--- src/rtl/inst_issue_if.sv ---
// Instruction-issue bus between a controller and the inst_issue sequencer.
//   prog_v/prog_inst/prog_clr : program-buffer load and clear
//   start/hold                : run control (one-cycle start pulse, issue stall)
//   inst_v/inst               : registered instruction stream toward the PE decoders
//   busy/done                 : run status (done is a one-cycle pulse)
//   prog_cnt/prog_full        : program-buffer fill level
// Modport slave is the sequencer side, master the controller side.

`ifndef INST_WIDTH
`define INST_WIDTH 32
`endif

interface inst_issue_if #(
    parameter int unsigned DEPTH = 16
);
    logic                     prog_v;
    logic [`INST_WIDTH-1:0]   prog_inst;
    logic                     prog_clr;
    logic                     start;
    logic                     hold;
    logic                     inst_v;
    logic [`INST_WIDTH-1:0]   inst;
    logic                     busy;
    logic                     done;
    logic [$clog2(DEPTH):0]   prog_cnt;
    logic                     prog_full;

    modport master (
        output prog_v, prog_inst, prog_clr, start, hold,
        input  inst_v, inst, busy, done, prog_cnt, prog_full
    );

    modport slave (
        input  prog_v, prog_inst, prog_clr, start, hold,
        output inst_v, inst, busy, done, prog_cnt, prog_full
    );
endinterface

--- src/rtl/inst_issue.sv ---
// Program buffer plus issue sequencer. Instructions are loaded into a DEPTH-slot
// buffer, then on start each slot is issued inst[7:0]+1 times in order, followed by
// DRAIN idle cycles for the PE pipeline to write back, and a one-cycle done pulse.
// Ports:
//   clk  : clock, rising edge
//   rst  : synchronous active-high reset; aborts a run without a done pulse
//   bus  : inst_issue_if slave modport (program load, run control, issue stream)
// DEPTH must be a power of two >= 2; DRAIN must be >= 1.

`ifndef INST_WIDTH
`define INST_WIDTH 32
`endif

module inst_issue #(
    parameter int unsigned DEPTH = 16,
    parameter int unsigned DRAIN = 6
) (
    input logic         clk,
    input logic         rst,
    inst_issue_if.slave bus
);
    localparam int unsigned AW = $clog2(DEPTH);
    localparam int unsigned CW = AW + 1;
    localparam int unsigned DW = (DRAIN > 1) ? $clog2(DRAIN) : 1;
    localparam logic [DW-1:0] DrainLast = DW'(DRAIN - 1);

    typedef enum logic [1:0] {StIdle, StIssue, StDrain, StFin} state_e;

    logic [`INST_WIDTH-1:0] mem_q [DEPTH];

    state_e                 state_q;
    logic [CW-1:0]          pc_q;
    logic [7:0]             rpt_q;
    logic [CW-1:0]          len_q;
    logic [CW-1:0]          cnt_q;
    logic [DW-1:0]          drain_q;
    logic                   inst_v_q;
    logic [`INST_WIDTH-1:0] inst_q;
    logic                   busy_q;
    logic                   done_q;

    logic                   full;
    logic                   start_ok;
    logic                   clr_ok;
    logic                   wr_ok;
    logic                   issue_fire;
    logic [CW-1:0]          iss_pc;
    logic [CW-1:0]          iss_len;
    logic [CW-1:0]          iss_pc_nxt;
    logic [7:0]             iss_rpt;
    logic [7:0]             iss_rpt_nxt;
    logic [`INST_WIDTH-1:0] iss_word;
    logic                   iss_last_rpt;
    logic                   iss_final;

    always_comb begin
        full     = (cnt_q == CW'(DEPTH));
        // busy_q also covers the done cycle, so start there is ignored
        start_ok = bus.start && (state_q == StIdle) && !busy_q;
        clr_ok   = bus.prog_clr && !busy_q;
        wr_ok    = bus.prog_v && !busy_q && !full && !bus.prog_clr;

        // The accepted start edge already issues slot 0 so inst_v appears one cycle
        // later; pc/rpt therefore always point at the next word to issue.
        iss_pc       = (state_q == StIdle) ? '0 : pc_q;
        iss_rpt      = (state_q == StIdle) ? '0 : rpt_q;
        iss_len      = (state_q == StIdle) ? cnt_q : len_q;
        iss_word     = mem_q[iss_pc[AW-1:0]];
        iss_last_rpt = (iss_rpt == iss_word[7:0]);
        iss_pc_nxt   = iss_last_rpt ? iss_pc + CW'(1) : iss_pc;
        iss_rpt_nxt  = iss_last_rpt ? 8'd0 : iss_rpt + 8'd1;
        iss_final    = iss_last_rpt && (iss_pc == iss_len - CW'(1));

        issue_fire = (start_ok && (cnt_q != '0)) || ((state_q == StIssue) && !bus.hold);
    end

    // Buffer contents survive reset and prog_clr; only the count is cleared.
    always_ff @(posedge clk) begin
        if (wr_ok) begin
            mem_q[cnt_q[AW-1:0]] <= bus.prog_inst;
        end
    end

    always_ff @(posedge clk) begin
        if (rst) begin
            state_q  <= StIdle;
            pc_q     <= '0;
            rpt_q    <= '0;
            len_q    <= '0;
            cnt_q    <= '0;
            drain_q  <= '0;
            inst_v_q <= 1'b0;
            inst_q   <= '0;
            busy_q   <= 1'b0;
            done_q   <= 1'b0;
        end else begin
            inst_v_q <= 1'b0;
            done_q   <= 1'b0;
            if (done_q) begin
                busy_q <= 1'b0;
            end

            if (clr_ok) begin
                cnt_q <= '0;
            end else if (wr_ok) begin
                cnt_q <= cnt_q + CW'(1);
            end

            // Latch the length so a write in the start cycle does not extend the run.
            if (start_ok) begin
                busy_q <= 1'b1;
                len_q  <= cnt_q;
            end

            if (issue_fire) begin
                inst_q   <= iss_word;
                inst_v_q <= 1'b1;
                pc_q     <= iss_pc_nxt;
                rpt_q    <= iss_rpt_nxt;
                drain_q  <= '0;
                state_q  <= iss_final ? StDrain : StIssue;
            end else begin
                unique case (state_q)
                    StIdle: begin
                        if (start_ok) begin
                            state_q <= StFin;
                        end
                    end
                    StIssue: begin
                        // hold: inst_v drops, pc/rpt/inst stay put
                    end
                    StDrain: begin
                        if (drain_q == DrainLast) begin
                            state_q <= StFin;
                        end else begin
                            drain_q <= drain_q + DW'(1);
                        end
                    end
                    StFin: begin
                        done_q  <= 1'b1;
                        state_q <= StIdle;
                        pc_q    <= '0;
                        rpt_q   <= '0;
                        drain_q <= '0;
                    end
                    default: state_q <= StIdle;
                endcase
            end
        end
    end

    assign bus.inst_v    = inst_v_q;
    assign bus.inst      = inst_q;
    assign bus.busy      = busy_q;
    assign bus.done      = done_q;
    assign bus.prog_cnt  = cnt_q;
    assign bus.prog_full = full;
endmodule
--- src/flat_wrapper.sv ---
// flat-port wrapper written by rule: the top's interface ports become plain ports
module inst_issue_flat 
#(
    parameter int unsigned DEPTH = 16,
    parameter int unsigned DRAIN = 6
)
  (clk, rst, bus_prog_v, bus_prog_inst, bus_prog_clr, bus_start, bus_hold, bus_inst_v, bus_inst, bus_busy, bus_done, bus_prog_cnt, bus_prog_full);
  inst_issue_if #(.DEPTH(DEPTH)) bus_i ();
  input logic clk;
  input logic rst;
  input wire logic [$bits(bus_i.prog_v)-1:0] bus_prog_v;
  input wire logic [$bits(bus_i.prog_inst)-1:0] bus_prog_inst;
  input wire logic [$bits(bus_i.prog_clr)-1:0] bus_prog_clr;
  input wire logic [$bits(bus_i.start)-1:0] bus_start;
  input wire logic [$bits(bus_i.hold)-1:0] bus_hold;
  output wire logic [$bits(bus_i.inst_v)-1:0] bus_inst_v;
  output wire logic [$bits(bus_i.inst)-1:0] bus_inst;
  output wire logic [$bits(bus_i.busy)-1:0] bus_busy;
  output wire logic [$bits(bus_i.done)-1:0] bus_done;
  output wire logic [$bits(bus_i.prog_cnt)-1:0] bus_prog_cnt;
  output wire logic [$bits(bus_i.prog_full)-1:0] bus_prog_full;
  assign bus_i.prog_v = bus_prog_v;
  assign bus_i.prog_inst = bus_prog_inst;
  assign bus_i.prog_clr = bus_prog_clr;
  assign bus_i.start = bus_start;
  assign bus_i.hold = bus_hold;
  assign bus_inst_v = bus_i.inst_v;
  assign bus_inst = bus_i.inst;
  assign bus_busy = bus_i.busy;
  assign bus_done = bus_i.done;
  assign bus_prog_cnt = bus_i.prog_cnt;
  assign bus_prog_full = bus_i.prog_full;
  inst_issue #(.DEPTH(DEPTH), .DRAIN(DRAIN)) u_core (.clk(clk), .rst(rst), .bus(bus_i));
endmodule
--- config.mk ---
export PLATFORM = sky130hd
export DESIGN_NAME = inst_issue_flat
export DESIGN_NICKNAME = d
export VERILOG_FILES = /design/src/rtl/inst_issue_if.sv /design/src/rtl/inst_issue.sv /design/src/flat_wrapper.sv
export SDC_FILE = /design/constraint.sdc
export NUM_CORES = 1
export LEC_CHECK = 0
export BUFFER_PORTS_ARGS = -buffer_cell sky130_fd_sc_hd__buf_2
export CORE_MARGIN = 2
export CORE_UTILIZATION = 62
export DETAILED_ROUTE_END_ITERATION = 7
export PLACE_DENSITY = 0.8
export SLEW_MARGIN = 20
export SYNTH_ARGS = -nofsm -noshare
export SYNTH_HDL_FRONTEND = slang
export SYNTH_SLANG_ARGS = --single-unit
--- constraint.sdc ---
create_clock -name clk -period 5.88 [get_ports clk]
set_input_delay 0.882 -clock clk [delete_from_list [all_inputs] [get_ports clk]]
set_output_delay 0.882 -clock clk [all_outputs]
set_load 0.05 [all_outputs]
; ---- Word level (Yosys, flattened, before mapping)
; Memories as Yosys holds them, arrays and structs flattened.
; Index checks and enable logic that the tools add are counted.
; Widths: inputs -> output; s select.
[op_classes]
addsub = 5
mul = 0
n_div = 0
order_cmp = 0
eq_ne = 10
shifts = 0
muxes = 22
n_bitwise = 0
n_reduce_logical = 24
[ops]
columns = operator, count
row1 = $mux 8, 4
row2 = $mux 5, 5
row3 = $add 5x1->5 const B, 2
row4 = $logic_and 1x1->1, 9
row5 = $add 8x1->8 const B, 1
row6 = $eq 8x8->1, 1
row7 = $mux 2, 4
row8 = $mux 1, 6
row9 = $ne 3x1->1 const B, 2
row10 = $pmux 2 s3, 1
row11 = $pmux 3 s2, 1
row12 = $reduce_bool 2->1, 3
row13 = $eq 5x5->1, 1
row14 = $eq 5x5->1 const B, 1
row15 = $reduce_bool 5->1, 1
row16 = $sub 5x1->5 const B, 1
row17 = $eq 2x2->1 const B, 2
row18 = $logic_not 1->1, 4
row19 = $reduce_bool 4->1, 1
row20 = $reduce_or 2->1, 2
row21 = $add 3x1->3 const B, 1
row22 = $eq 3x3->1 const B, 1
row23 = $mux 3, 1
row24 = $reduce_and 3->1, 1
row25 = other kinds (5), 5
[word_totals]
ff_bits = 63
latch_bits = 0
ram_bits = 512
romBits = 0
in_bits = 38
out_inout_bits = 41
word_cells = 72
memories = 1
[memory_table]
columns = memory, depth, word_bits, rd, rd_clocked_by_memory_dff, wr, line
row1 = u_core.mem_q, 16, 32, 1, 0, 1, inst_issue.sv:29  ; logic [`INST_WIDTH-1:0] mem_q [DEPTH];

; ---- Longest topological paths before layout
[depth]
ltp_word = 7
depth_mapped = 15
mapped_depth_nobuf = 11

; ---- Worst setup path after synthesis
; Ideal clock, no wire load.
[synth_path]
kind = register -> register
from = register u_core.cnt_q[0], in the netlist u_core.bus.prog_cnt[0]
to = memory u_core.mem_q[3][0] in the netlist's numbering (enable)
setup_time_ps = 461
arrival_ps = 4283
required_ps = 5419
setup_slack_ps = 1136
path_stages_with_launch = 7
path_buffers = 0
period_less_slack_ps = 4744
path_cell_list = dfxtp_1 > inv_1 > ha_1 > and3_1 > nor2_1 > nand2_1 > nor3_1
[synth_between]
elab_chain_len = 6
[synth_rtl]
columns = element, line
row1 = "start, declared", inst_issue.sv:35  ; logic [CW-1:0] cnt_q;
row2 = "start signal, assigned", inst_issue.sv:106  ; cnt_q <= cnt_q + CW'(1);
row3 = $eq 5x5->1, inst_issue.sv:57  ; full = (cnt_q == CW'(DEPTH));
row4 = via bus_prog_full, flat_wrapper.sv:21  ; output wire logic [$bits(bus_i.prog_full)-1:0] bus_prog_full;
row5 = $logic_not 1->1, inst_issue.sv:61  ; wr_ok = bus.prog_v && !busy_q && !full && !bus.prog_clr;
row6 = $logic_and 1x1->1 (2 in series), inst_issue.sv:61
row7 = $mux 1, inst_issue.sv:79  ; if (wr_ok) begin
row8 = $mux 1 (implied by the code), inst_issue.sv:80  ; mem_q[cnt_q[AW-1:0]] <= bus.prog_inst;
row9 = "end, declared", inst_issue.sv:29
; The timed path passes the listed nets, and every way through them passes these cells.

; ---- Final worst setup path
[layout_path]
from = register u_core.state_q[1]
to = register u_core.pc_q[1]
[layout_between]
elab_chain_len = 6
word_cells_on_any_way = 16
classes_between = add/sub (1) / eq/ne (3) / mux (4) / reduce/logical (7) / memory (1)
[layout_rtl]
columns = element, line
row1 = "start, declared", inst_issue.sv:31  ; state_e state_q;
row2 = "start signal, assigned", inst_issue.sv:86  ; state_q <= StIdle;
row3 = "start signal, assigned", inst_issue.sv:121  ; state_q <= iss_final ? StDrain : StIssue;
row4 = "start signal, assigned", inst_issue.sv:126  ; state_q <= StFin;
row5 = $logic_not 2->1, "inst_issue.sv:59, inst_issue.sv:65, inst_issue.sv:66"
row6 = $mux 5 or $logic_and 1x1->1 (tied branches), "inst_issue.sv:65, inst_issue.sv:59"
row7 = $mem_v2 16x32 or $logic_and 1x1->1 (tied branches), --
row8 = $eq 8x8->1 or $logic_and 1x1->1 (tied branches), "inst_issue.sv:69, inst_issue.sv:74"
row9 = $mux 5 or $logic_or 1x1->1 (tied branches), "inst_issue.sv:70, inst_issue.sv:74"
row10 = $mux 5 or $reduce_bool 2->1 (tied branches), --
row11 = "end signal, assigned", inst_issue.sv:118  ; pc_q <= iss_pc_nxt;
row12 = "end, declared", inst_issue.sv:32  ; logic [CW-1:0] pc_q;
; Parallel ways exist; a longest one is shown, timed or not.
; A chain may end at the register's enable or synchronous reset.

==> flow_results.xml <==
<?xml version="1.0" encoding="UTF-8"?>
<metrics>
  <group name="run_status">
    <metric name="status" unit="">completed</metric>
  </group>
  <group name="sta">
    <metric name="fin_worst_skew" unit="ns">0.0170</metric>
    <metric name="clock.fmax" unit="MHz">223</metric>
    <metric name="rsz0062_at_grt" unit="">false</metric>
    <metric name="final_critical_path_setup_slack" unit="ns">1.39</metric>
    <metric name="finalHoldViolations" unit="">0</metric>
    <metric name="timing.final.crit_period" unit="ns">4.49</metric>
    <metric name="setup_total_negative_slack" unit="ns">0</metric>
    <metric name="report.final.setup_viol" unit="">0</metric>
    <metric name="slew_headroom" unit="">0.271</metric>
    <metric name="timing.final.crit_share" unit="">0.763</metric>
    <metric name="maxSlewViolCount" unit="">0</metric>
    <metric name="tightest_slew" unit="ns">1.09</metric>
  </group>
  <group name="synthesis">
    <metric name="ys.flop_type" unit="">edfxtp_1</metric>
    <metric name="ys_seq_area_frac" unit="">0.719</metric>
    <metric name="synth.net_count" unit="">1645</metric>
    <metric name="synthesis.yosys.warnings" unit="">0</metric>
    <metric name="synth-compound-area-share" unit="">0.0996</metric>
    <metric name="post_synth_and_or_nand_nor_area_fraction" unit="">0.0866</metric>
    <metric name="yosysTopAreaCell" unit="">edfxtp_1</metric>
    <metric name="synth-seq-cells" unit="">575</metric>
    <metric name="ffs_w_async_s_r_synth" unit="">0</metric>
    <metric name="synth_top_cells_by_area" unit="">edfxtp_1, dfxtp_1, mux4_2</metric>
    <metric name="synth.distinct_cells" unit="">73</metric>
    <metric name="synthesis.area_per_instance" unit="sq um">14.5</metric>
    <metric name="synthXorXnorAreaFrac" unit="">0.00719</metric>
    <metric name="synth_edf_count" unit="">512</metric>
    <metric name="synth_adder_area_share" unit="">0.00486</metric>
    <metric name="post-synth-top-area-fraction" unit="">0.664</metric>
    <metric name="synth.cell_area" unit="sq um">23200</metric>
    <metric name="muxShareOfSynthArea" unit="">0.0606</metric>
    <metric name="number_of_instances_in_the_synthesized_netlist" unit="">1598</metric>
    <metric name="combinational_family_with_the_most_area_after_synthesis" unit="">compound AO/OA/AOI/OAI gates</metric>
  </group>
  <group name="drt">
    <metric name="drc" unit="">0</metric>
    <metric name="vias" unit="">14900</metric>
    <metric name="via_per_inst" unit="">6.82</metric>
    <metric name="drt_iter0_markers" unit="">2073</metric>
    <metric name="postRouteWirelength" unit="um">57800</metric>
    <metric name="routedWlPerCell" unit="um">26.5</metric>
    <metric name="postRouteAntennaNets" unit="">0</metric>
    <metric name="drt_first_pass_iters" unit="">5</metric>
  </group>
  <group name="job">
    <metric name="cap_violations" unit="">0</metric>
  </group>
  <group name="clock_tree">
    <metric name="numCtsBuffers" unit="">54</metric>
    <metric name="cts_tree" unit="">done</metric>
    <metric name="htree_num_levels" unit="">2</metric>
    <metric name="cts_buffer_depth" unit="">3</metric>
    <metric name="clk-insertion-delay-late" unit="ns">0.60</metric>
    <metric name="path_clk_slew" unit="ns">0.06</metric>
    <metric name="cts.sinks" unit="">575</metric>
    <metric name="cts.hold.buffers_added" unit="">0</metric>
    <metric name="cts-resized-gates" unit="">0</metric>
    <metric name="root_buffer" unit="">clkbuf_16</metric>
    <metric name="post_cts.repair.setup_buffers" unit="">0</metric>
  </group>
  <group name="final_layout">
    <metric name="layout.core_utilization" unit="">0.706</metric>
    <metric name="final_cell_count_no_fill" unit="">2178</metric>
    <metric name="final_layout_size_suffix_gt1_frac" unit="">0.179</metric>
    <metric name="final.fill_count" unit="">2273</metric>
    <metric name="areaGrowthSynthToFinish" unit="%">11.9</metric>
    <metric name="antenna-diode-count" unit="">0</metric>
    <metric name="num-nets-final" unit="">1712</metric>
  </group>
  <group name="floorplanning">
    <metric name="fp.dieW" unit="um">197</metric>
    <metric name="core" unit="sq um">36700</metric>
    <metric name="i_o_pin_count" unit="">79</metric>
    <metric name="placement_rows" unit="">70</metric>
    <metric name="die_height" unit="um">197</metric>
    <metric name="initial_core_util" unit="">0.631</metric>
    <metric name="area_enclosed_by_the_die_boundary" unit="sq um">38900</metric>
  </group>
  <group name="place">
    <metric name="post-dp-hpwl" unit="um">31500</metric>
    <metric name="final_weighted_congestion_of_routability_driven_global_placement" unit="">0.883</metric>
    <metric name="io_buffers" unit="">78</metric>
    <metric name="place_inst" unit="">2076</metric>
    <metric name="pre_cts_setup_slack" unit="ns">1.50</metric>
  </group>
  <group name="power">
    <metric name="power_density" unit="nW/um^2">323</metric>
    <metric name="ir_worst_vdd" unit="mV">0.260</metric>
    <metric name="power.leakage" unit="nW">8.48</metric>
  </group>
  <group name="critical_path">
    <metric name="crit_required" unit="ns">6.37</metric>
    <metric name="critPathCaptureType" unit="">register</metric>
    <metric name="critical_path_peak_fanout" unit="">47</metric>
    <metric name="crit_path_start_kind" unit="">register</metric>
    <metric name="cp.arrival" unit="ns">4.98</metric>
    <metric name="path_class" unit="">register to register</metric>
  </group>
  <group name="grt">
    <metric name="globalRoute.totalOverflow" unit="">0</metric>
    <metric name="grt_pass1_wl" unit="um">86700</metric>
    <metric name="grt_antenna_before_repair" unit="">1</metric>
    <metric name="first_global_vias" unit="">14500</metric>
    <metric name="grt_usage" unit="">0.301</metric>
    <metric name="grt_max_degree" unit="">73</metric>
  </group>
  <group name="hold_path">
    <metric name="worst_hold_path_type" unit="">register to register</metric>
  </group>
</metrics>
==> critical path, cell delays in order, from the launching register on <==
cell and delay, ns:
dfxtp_1 0.78, or2_2 0.69, buf_4 0.61, nand3_1 0.14
a32oi_1 0.36, o211ai_1 0.14, a2111oi_0 0.40, a21oi_1 0.11
nor4_2 0.20, o21a_2 0.37, mux2_1 0.35, a32o_1 0.19
==> metal layers <==
metal  vias to the layer above  routed length, um  GRT usage
met1                      7317              21900      0.430
met5                         -                 13          0
li1                       6310                  -          -
met3                       159               7140     0.0599
met2                      1075              26700      0.466
met4                         2               2020      0.114
==> stage by stage <==
step	cell area [sq um]	hold slack, ns	power, mW
floorplan	23200	0.443	4.85
global placement	24100	0.457	5.00
detailed placement	24100	0.469	5.01
CTS	25900	0.484	8.36
global route	25900	0.500	8.56
finish	25900	0.483	8.36
==> cell type report <==
type / count / area [sq um] / share of cell area
Clock buffer: 71 / 1510 / 0.0582
Inverter: 20 / 75.1 / 0.00290
Timing Repair Buffer: 121 / 733 / 0.0283
Multi-Input combinational cell: 893 / 6130 / 0.237
Clock inverter: 30 / 233 / 0.00898
Sequential cell: 575 / 16600 / 0.642
Tap cell: 468 / 586 / 0.0226
==> cell usage after synthesis, drive strengths merged, types with 4 or more instances <==
cell type,number
o221a,9
xor2,5
nor3b,5
xnor2,14
nand3b,4
or2,4
nand2b,6
mux4,35
ha,9
a21oi,76
o211ai,15
o22ai,11
edfxtp,512
buf,26
mux2,20
o21a,4
a311oi,31
a211oi,36
o21ai,50
a31oi,32
dfxtp,63
inv,19
nor2,86
nand3,49
and2,46
nor3,23
mux2i,39
and3,13
or3,4
a22oi,10
a221o,6
clkbuf,84
nand2,183
a32oi,5
o221ai,14
a221oi,6
and3b,5
==> worst paths after layout <==
check	start	to	slack [ns]	cells past startpoint
setup reg to reg	u_core.state_q[1]$_SDFFE_PP0P_	u_core.pc_q[1]$_SDFFE_PP0N_	1.39	11
hold / removal	u_core.bus.inst[8]$_SDFFE_PP0P_	u_core.bus.inst[8]$_SDFFE_PP0P_	0.48	2
setup / recovery	u_core.state_q[1]$_SDFFE_PP0P_	u_core.pc_q[1]$_SDFFE_PP0N_	1.39	11
hold reg to reg	u_core.bus.inst[8]$_SDFFE_PP0P_	u_core.bus.inst[8]$_SDFFE_PP0P_	0.48	2
==> cells by family (layout without fill, tap and decap cells) <==
group                    Yosys count  in the layout
AND/OR/NAND/NOR                  436            436
flip-flops                       575            575
buffers and inverters            130            242
multiplexers                      94             94
adder cells (fa/ha/maj)            9              9
XOR/XNOR                          19             19
AO/OA/AOI/OAI                    335            335
==> report_power, final <==
group | internal (mW) | switching (mW)
Sequential | 4.48 | 0.0319
Combinational | 0.107 | 0.312
Clock | 1.94 | 1.49
==> placed cells by master, fill, tap and decap left out, types with 36 or more instances in the layout <==
cell type	Yosys	routed
dfxtp_1	63	61
nand3_1	49	49
a211oi_1	36	36
nand2_1	182	181
clkbuf_16	0	55
nor2_1	85	71
o21ai_0	49	48
buf_4	3	42
mux2i_1	39	39
a21oi_1	76	76
buf_2	13	78
edfxtp_1	512	512
==> flip-flops by register name (all words and copies together) (netlist names) <==
register and count:
u_core.mem_q 512, u_core.bus.inst 32, u_core.rpt_q 8, u_core.bus.prog_cnt 5, u_core.len_q 5, u_core.pc_q 5, u_core.drain_q 3, u_core.state_q 2
u_core.bus.busy 1, u_core.bus.done 1, u_core.bus.inst_v 1
Note: power is estimated with default switching activity, not from simulation.
